<file path="src/rtl/alu_ctrl_pkg.sv">
// rtl/alu_ctrl_pkg.sv - shared encodings for the MiniAlu run-control sequencer
// Purpose: state codes, host command codes and default widths used by
//          alu_exec_controller and its testbench.
package alu_ctrl_pkg;

   localparam int ADDR_W_DEF = 16;
   localparam int CYC_W_DEF  = 32;

   typedef enum logic [2:0] {
      S_RST   = 3'd0,
      S_IDLE  = 3'd1,
      S_RUN   = 3'd2,
      S_STEP  = 3'd3,
      S_BREAK = 3'd4
   } state_e;

   typedef enum logic [1:0] {
      CMD_RUN     = 2'b00,
      CMD_HALT    = 2'b01,
      CMD_STEP    = 2'b10,
      CMD_RESTART = 2'b11
   } cmd_e;

endpackage

</file>
<file path="src/rtl/sat_counter.sv">
// rtl/sat_counter.sv - saturating up-counter with sync clear
// Purpose: counts enabled cycles, sticks at all-ones instead of wrapping.
// Ports:
//   clk_i    clock
//   rst_i    asynchronous active-high reset, count -> 0
//   clr_i    synchronous clear, takes priority over en_i
//   en_i     increment enable
//   count_o  current count
module sat_counter #(
   parameter int W = 32
) (
   input  logic         clk_i,
   input  logic         rst_i,
   input  logic         clr_i,
   input  logic         en_i,
   output logic [W-1:0] count_o
);

   logic [W-1:0] count_q;
   logic [W-1:0] count_d;

   always_comb begin
      count_d = count_q;
      if (clr_i) begin
         count_d = '0;
      end else if (en_i && (count_q != '1)) begin
         count_d = count_q + W'(1);
      end
   end

   always_ff @(posedge clk_i or posedge rst_i) begin
      if (rst_i) begin
         count_q <= '0;
      end else begin
         count_q <= count_d;
      end
   end

   assign count_o = count_q;

endmodule

</file>
<file path="src/rtl/alu_exec_controller.sv">
// rtl/alu_exec_controller.sv - run/halt/step/restart sequencer for MiniAlu
// Purpose: drives MiniAlu reset and global clock-enable from host commands,
//          with one IP breakpoint and a saturating executed-cycle count.
// Ports:
//   Clock, Reset               clock, asynchronous active-high reset
//   iCmdValid/iCmd/oCmdReady   host command handshake (RUN/HALT/STEP/RESTART)
//   iBreakEn/iBreakAddr        breakpoint enable and address
//   iIP                        current MiniAlu fetch address
//   oAluReset/oAluEnable       MiniAlu reset and clock-enable
//   oState                     current state code
//   oBreakHit                  one-cycle pulse on entering S_BREAK
//   oCycleCount                enabled cycles since last S_RST, saturating
module alu_exec_controller
   import alu_ctrl_pkg::*;
#(
   parameter int ADDR_W     = ADDR_W_DEF,
   parameter int CYC_W      = CYC_W_DEF,
   parameter int RESET_HOLD = 4
) (
   input  logic              Clock,
   input  logic              Reset,
   input  logic              iCmdValid,
   input  logic [1:0]        iCmd,
   output logic              oCmdReady,
   input  logic              iBreakEn,
   input  logic [ADDR_W-1:0] iBreakAddr,
   input  logic [ADDR_W-1:0] iIP,
   output logic              oAluReset,
   output logic              oAluEnable,
   output logic [2:0]        oState,
   output logic              oBreakHit,
   output logic [CYC_W-1:0]  oCycleCount
);

   localparam int HOLD_W = (RESET_HOLD > 1) ? $clog2(RESET_HOLD) : 1;
   localparam logic [HOLD_W-1:0] HOLD_INIT = HOLD_W'(RESET_HOLD - 1);

   state_e            state_q, state_d;
   logic [HOLD_W-1:0] hold_q, hold_d;
   logic              mask_q, mask_d;
   logic              hit_q, hit_d;
   logic              bm;
   logic              alu_reset;
   logic              alu_en;
   logic              cmd_ready;
   logic              cyc_clr;
   cmd_e              cmd;

   assign cmd = cmd_e'(iCmd);

   // Mask suppresses the match for the first cycle after resuming from a
   // breakpoint so the instruction sitting at the break address executes.
   assign bm = iBreakEn & (iIP == iBreakAddr) & ~mask_q;

   // In every state that accepts commands, ready is 1, so iCmdValid alone
   // qualifies a command inside those branches.
   always_comb begin
      state_d   = state_q;
      hold_d    = HOLD_INIT;
      mask_d    = mask_q;
      alu_reset = 1'b0;
      alu_en    = 1'b0;
      cmd_ready = 1'b0;
      case (state_q)
         S_RST: begin
            alu_reset = 1'b1;
            mask_d    = 1'b0;
            if (hold_q == '0) begin
               state_d = S_IDLE;
            end else begin
               hold_d = hold_q - HOLD_W'(1);
            end
         end
         S_IDLE: begin
            cmd_ready = 1'b1;
            if (iCmdValid) begin
               case (cmd)
                  CMD_RUN:     state_d = S_RUN;
                  CMD_STEP:    state_d = S_STEP;
                  CMD_RESTART: state_d = S_RST;
                  default:     state_d = S_IDLE;
               endcase
            end
         end
         S_RUN: begin
            cmd_ready = 1'b1;
            alu_en    = ~bm;
            mask_d    = 1'b0;
            // Host HALT/RESTART take priority over a breakpoint in the same cycle.
            if (iCmdValid && (cmd == CMD_HALT)) begin
               state_d = S_IDLE;
            end else if (iCmdValid && (cmd == CMD_RESTART)) begin
               state_d = S_RST;
            end else if (bm) begin
               state_d = S_BREAK;
            end
         end
         S_STEP: begin
            alu_en  = 1'b1;
            state_d = S_IDLE;
         end
         S_BREAK: begin
            cmd_ready = 1'b1;
            if (iCmdValid) begin
               case (cmd)
                  CMD_RUN: begin
                     state_d = S_RUN;
                     mask_d  = 1'b1;
                  end
                  CMD_STEP:    state_d = S_STEP;
                  CMD_HALT:    state_d = S_IDLE;
                  CMD_RESTART: state_d = S_RST;
                  default:     state_d = S_BREAK;
               endcase
            end
         end
         default: begin
            state_d = S_RST;
         end
      endcase
      hit_d = (state_d == S_BREAK) && (state_q != S_BREAK);
   end

   always_ff @(posedge Clock or posedge Reset) begin
      if (Reset) begin
         state_q <= S_RST;
         hold_q  <= HOLD_INIT;
         mask_q  <= 1'b0;
         hit_q   <= 1'b0;
      end else begin
         state_q <= state_d;
         hold_q  <= hold_d;
         mask_q  <= mask_d;
         hit_q   <= hit_d;
      end
   end

   assign cyc_clr = (state_q == S_RST);

   sat_counter #(
      .W(CYC_W)
   ) u_cycle_count (
      .clk_i   (Clock),
      .rst_i   (Reset),
      .clr_i   (cyc_clr),
      .en_i    (alu_en),
      .count_o (oCycleCount)
   );

   assign oCmdReady  = cmd_ready;
   assign oAluReset  = alu_reset;
   assign oAluEnable = alu_en;
   assign oState     = state_q;
   assign oBreakHit  = hit_q;

endmodule

</file>
<file path="config.mk">
export PLATFORM = sky130hd
export DESIGN_NAME = alu_exec_controller
export DESIGN_NICKNAME = d
export VERILOG_FILES = /design/src/rtl/alu_ctrl_pkg.sv /design/src/rtl/sat_counter.sv /design/src/rtl/alu_exec_controller.sv
export SDC_FILE = /design/constraint.sdc
export NUM_CORES = 1
export LEC_CHECK = 0
export BUFFER_PORTS_ARGS = -buffer_cell sky130_fd_sc_hd__buf_2
export CAP_MARGIN = 20
export CORE_MARGIN = 3
export CORE_UTILIZATION = 45
export DETAILED_ROUTE_END_ITERATION = 8
export PLACE_DENSITY = 0.74
export SYNTH_ARGS = -nofsm -noshare
export SYNTH_HDL_FRONTEND = slang
export SYNTH_SLANG_ARGS = --single-unit
export TNS_END_PERCENT = 1
</file>
<file path="constraint.sdc">
create_clock -name Clock -period 2.7 [get_ports Clock]
set_input_delay 0.675 -clock Clock [delete_from_list [all_inputs] [get_ports Clock]]
set_output_delay 0.675 -clock Clock [all_outputs]
set_load 0.02 [all_outputs]
</file>
; ---- Yosys cells after proc, flatten, opt, wreduce, memory -nomap -nowiden
; Cells that the tools add are included.
[totals]
regBits = 39
input_bits = 38
wordCells = 55
[op_classes]
n_eq_ne = 13
bitwise = 4
n_reduce_logical = 12
mux = 19
add_sub_neg = 2
[op_table]
columns = op, n
row1 = 32-bit two-way mux, 2
row2 = "32-bit by 1-bit adder with 32-bit output, second input constant", 1
row3 = "32-bit != test, second input constant", 1
row4 = 3-bit two-way mux, 6
row5 = 16-bit equality test, 1
row6 = 3-bit case mux with 5 select lines, 1
row7 = 3-bit case mux with 4 select lines, 1
row8 = "3-bit by 2-bit equality test with 1-bit output, second input constant", 2
row9 = "3-bit equality test, second input constant", 2
row10 = 2-bit case mux with 3 select lines, 1
row11 = "2-bit equality test, second input constant", 2
row12 = 1-bit logical AND, 4
row13 = 2-bit zero test, 2
row14 = 1-bit two-way mux, 4
row15 = 2-bit two-way mux, 2
row16 = "2-bit != test, second input constant", 2
row17 = 1-bit case mux with 2 select lines, 2
row18 = 2-bit nonzero test, 2
row19 = "3-bit by 1-bit equality test with 1-bit output, second input constant", 1
row20 = 3-bit zero test, 1
row21 = "3-bit != test, second input constant", 1
row22 = 3-bit AND reduction, 1
row23 = 3-bit OR reduction, 1
row24 = 1-bit AND, 2
row25 = 4 further kinds, 5

; ---- Depth between registers and ports, before layout
[logic_depth]
depth_word = 9
depth_mapped = 9
depth_no_buf = 7

; ---- Hierarchy
; From an unflattened synthesis, not the netlist that was laid out.
[unflattened]
cells_unflattened = 257
area_unflattened_um2 = 2358.5
[modules_own_cells]
columns = module, cells_each, n_inst, area_per_inst_um2
row1 = sat_counter, 186, 1, 1740.4
row2 = alu_exec_controller, 71, 1, 618.1

; ---- Worst setup path after synthesis
; OpenSTA, ideal clock, no wires.
[synth_timing]
kind = input to output
startpoint = in iBreakAddr[2]
endpoint = out oAluEnable
setup_slack_ns = -0.064
t_required_ns = 2.025
path_stages = 7
arrival_time_ns = 2.089
path_cell_list = xor2_1 > a2111oi_0 > o2111ai_1 > nor3_2 > buf_2 > buf_2 > nor2_1
[synth_via]
elab_chain_len = 5
[synth_rtl]
columns = element, line
row1 = start: declaration, alu_exec_controller.sv:26  ; input logic [ADDR_W-1:0] iBreakAddr,
row2 = 16-bit equality test, alu_exec_controller.sv:53  ; assign bm = iBreakEn & (iIP == iBreakAddr) & ~mask_q;
row3 = 1-bit AND (2 in series), alu_exec_controller.sv:53
row4 = 1-bit inverter, alu_exec_controller.sv:87  ; alu_en = ~bm;
row5 = 1-bit case mux with 2 select lines, alu_exec_controller.sv:64  ; case (state_q)
row6 = end: declaration, alu_exec_controller.sv:29  ; output logic oAluEnable,
; Every way passes these cells.

; ---- Final worst setup path
; Same ends and word-level chain as after synthesis.

==> results.json <==
{
  "drv_slew": 0,
  "grt-ovfl-total": 0,
  "pwr_density_cell_nw_per_um2": 579,
  "cts_tree": "done",
  "fin_util_pct": 57.9,
  "crit_type": "in2out",
  "cts_hold_buf": 0,
  "root_buffer": "clkbuf_8",
  "dieArea_um2": 6450,
  "die_h_um": 80.3,
  "cp-end-kind": "primary output",
  "antenna_cells": 0,
  "drc": 0,
  "dpl_worst_slack_ns": 0.0512,
  "io_pins": 77,
  "synth_area_um2": 2490,
  "cts_buffer_depth": 2,
  "start_kind": "input pin",
  "fillers": 477,
  "cts.sinks": 39,
  "cts_buffers": 5,
  "worst_ir_drop_vdd_uv": 303,
  "htree_levels": 2,
  "start_util_pct": 47.5,
  "fin_setup_tns_ns": 0,
  "worst_slew_pin_slew_ns": 0.518,
  "hpwl_um": 4830,
  "cp_data_arrival_time_ns": 1.88,
  "cp_max_fo": 2,
  "place_congestion": 0.849,
  "dr_total_vias": 2529,
  "area_delta_synth_final_pct": 22.0,
  "min_period_ns": 2.56,
  "setup_violations": 0,
  "rsz0062_at_grt": "no",
  "fp.dieW_um": 80.3,
  "hold_violations": 0,
  "insertion_delay_ns": 0.30,
  "synth_area_per_cell_um2": 8.63,
  "clkTransAtPathRegs_ns": 0.08,
  "max-cap-violations": 0,
  "nets": 401,
  "ys.flop_type": "dfrtp_1",
  "ant_nets": 0,
  "via_per_inst": 5.90,
  "async_flop_share_pct": 100,
  "grt_usage_pct": 21.7,
  "synth_seq_cells": 39,
  "skew_ns": 0.00912,
  "port_buffers": 76,
  "syn_inst": 288,
  "cts_setup_buffers": 0,
  "drtIter0Drc": 129,
  "num_rows": 26,
  "fin_ws_ns": 0.142,
  "synth_fp_nets": 331,
  "first_pass_iters": 4,
  "core_um2": 5240,
  "min_period_over_period_pct": 94.7,
  "max_freq_mhz": 391,
  "leakage_nw": 1.38,
  "layout-drive-gt1-share_pct": 27.6,
  "antenna_found_initial": 0,
  "status": "finished, final reports clean",
  "wl_um": 6590,
  "first_global_vias": 2311,
  "wl_per_cell_um": 15.4,
  "synth.distinct_cells": 37,
  "grt_max_degree": 60,
  "synth_edf_count": 0,
  "hold_class": "in2async",
  "ys_seq_area_share_pct": 39.4,
  "yosys_warnings": 0,
  "grt_pass1_wl_um": 10900,
  "max-slew-margin-rel_pct": 65.4,
  "crit_required_ns": 2.03
}
sequential cells by signal (all words and copies together), names as in the netlist:
signal	cells
u_cycle_count.count_o	32
oState	3
hold_q	2
mask_q	1
oBreakHit	1
layout make-up:
cell class                 count  area (um2)  share of cell area, %
timing repair buffer          83         433                   14.3
clock buffer                   6        82.6                   2.72
clock inverter                 2        35.0                   1.15
sequential                    39         978                   32.2
multi-input combinational    217        1370                   45.2
tap                           70        87.6                   2.89
inverter                      12        45.0                   1.48
critical path: stages:
cell and delay [ns]:
buf_2 0.10, xor2_1 0.15, a2111oi_1 0.28, o2111ai_1 0.25, nor3_4 0.20, nor2_1 0.06
buf_2 0.17
cells by family (layout without fill, tap and decap cells):
group	after synthesis	in the layout	share of synthesized area (%)
flops	39	39	39.4
fa+ha+maj	5	5	2.52
buf+inv	32	103	5.74
simple gates	126	126	28.5
mux	5	5	2.01
compound gates	65	65	16.2
xor+xnor	16	16	5.64
cells in the mapped netlist (all sizes together), types with 11 or more instances:
cell    n  share of area [%]
or4    15                4.5
nand4  12                3.0
a21oi  24                5.0
nand2  24                3.6
o31ai  17                5.1
o21ai  11                2.2
nand3  16                3.2
xor2   14                4.9
or3    13                3.3
nor2   14                2.1
dfrtp  37                 37
inv    12                1.8
metal layers:
layer  track usage (%)  wire length (um)
met1              29.1              2890
met2              35.2              3220
met3              5.04               414
met4              5.24                66
met5                 0                 0
metrics by stage:
| stage | area (um2) | hold slack (ns) | power [W] | instances |
|---|---|---|---|---|
| final | 3030 | 0.473 | 0.00176 | 429 |
| after global routing | 3030 | 0.533 | 0.00186 | 429 |
| after CTS | 3030 | 0.504 | 0.00177 | 429 |
| after detailed placement | 2920 | 0.508 | 0.00125 | 421 |
| after global placement | 2920 | 0.493 | 0.00124 | 421 |
| after floorplan | 2490 | 0.459 | 0.00105 | 288 |
layout by cell type (no fill, tap or decap):
master	instances
buf_2	76
dfrtp_1	37
nand2_1	24
a21oi_1	23
o31ai_1	17
nand3_1	16
or4_1	15
nor2_1	14
xor2_1	14
or3_1	13
inv_1	12
nand4_1	12
o21ai_0	11
nor3_1	8
and3_1	8
buf_4	7
o211ai_1	6
clkbuf_8	6
mux2i_1	5
ha_1	5
nor4_1	4
nand2b_1	4
o22ai_1	3
and4_4	2
xnor2_1	2
nor3b_1	2
dfstp_2	2
and3_4	1
a2111oi_1	1
o2111ai_1	1
nor3_4	1
and2_1	1
o2bb2ai_1	1
nor4_2	1
a31oi_1	1
a21oi_2	1
bufinv_16	1
clkinv_2	1
power breakdown:
part           internal [W]  switching [W]
registers          0.000636      0.0000565
clock network      0.000299       0.000216
logic              0.000178       0.000372
total               0.00111       0.000644
worst paths after layout:
kind / to / slack [ns] / cells past startpoint / from
max: oAluEnable / 0.14 / 7 / iBreakAddr[2]
min: u_cycle_count.count_o[8] / 0.47 / 3 / Reset
max reg2reg: u_cycle_count.count_o[24] / 0.38 / 7 / u_cycle_count.count_o[0]
min reg2reg: mask_q / 0.52 / 2 / mask_q
max in group asynchronous: hold_q[0] / 1.83 / 3 / Reset
min in group Clock: mask_q / 0.52 / 2 / mask_q
what timing repair did:
action / CTS / global route
gates resized for setup: 0 / 1
hold endpoints to repair: 0 / 0
setup endpoints to repair: 0 / 1
(Power assumes the default switching activity.)
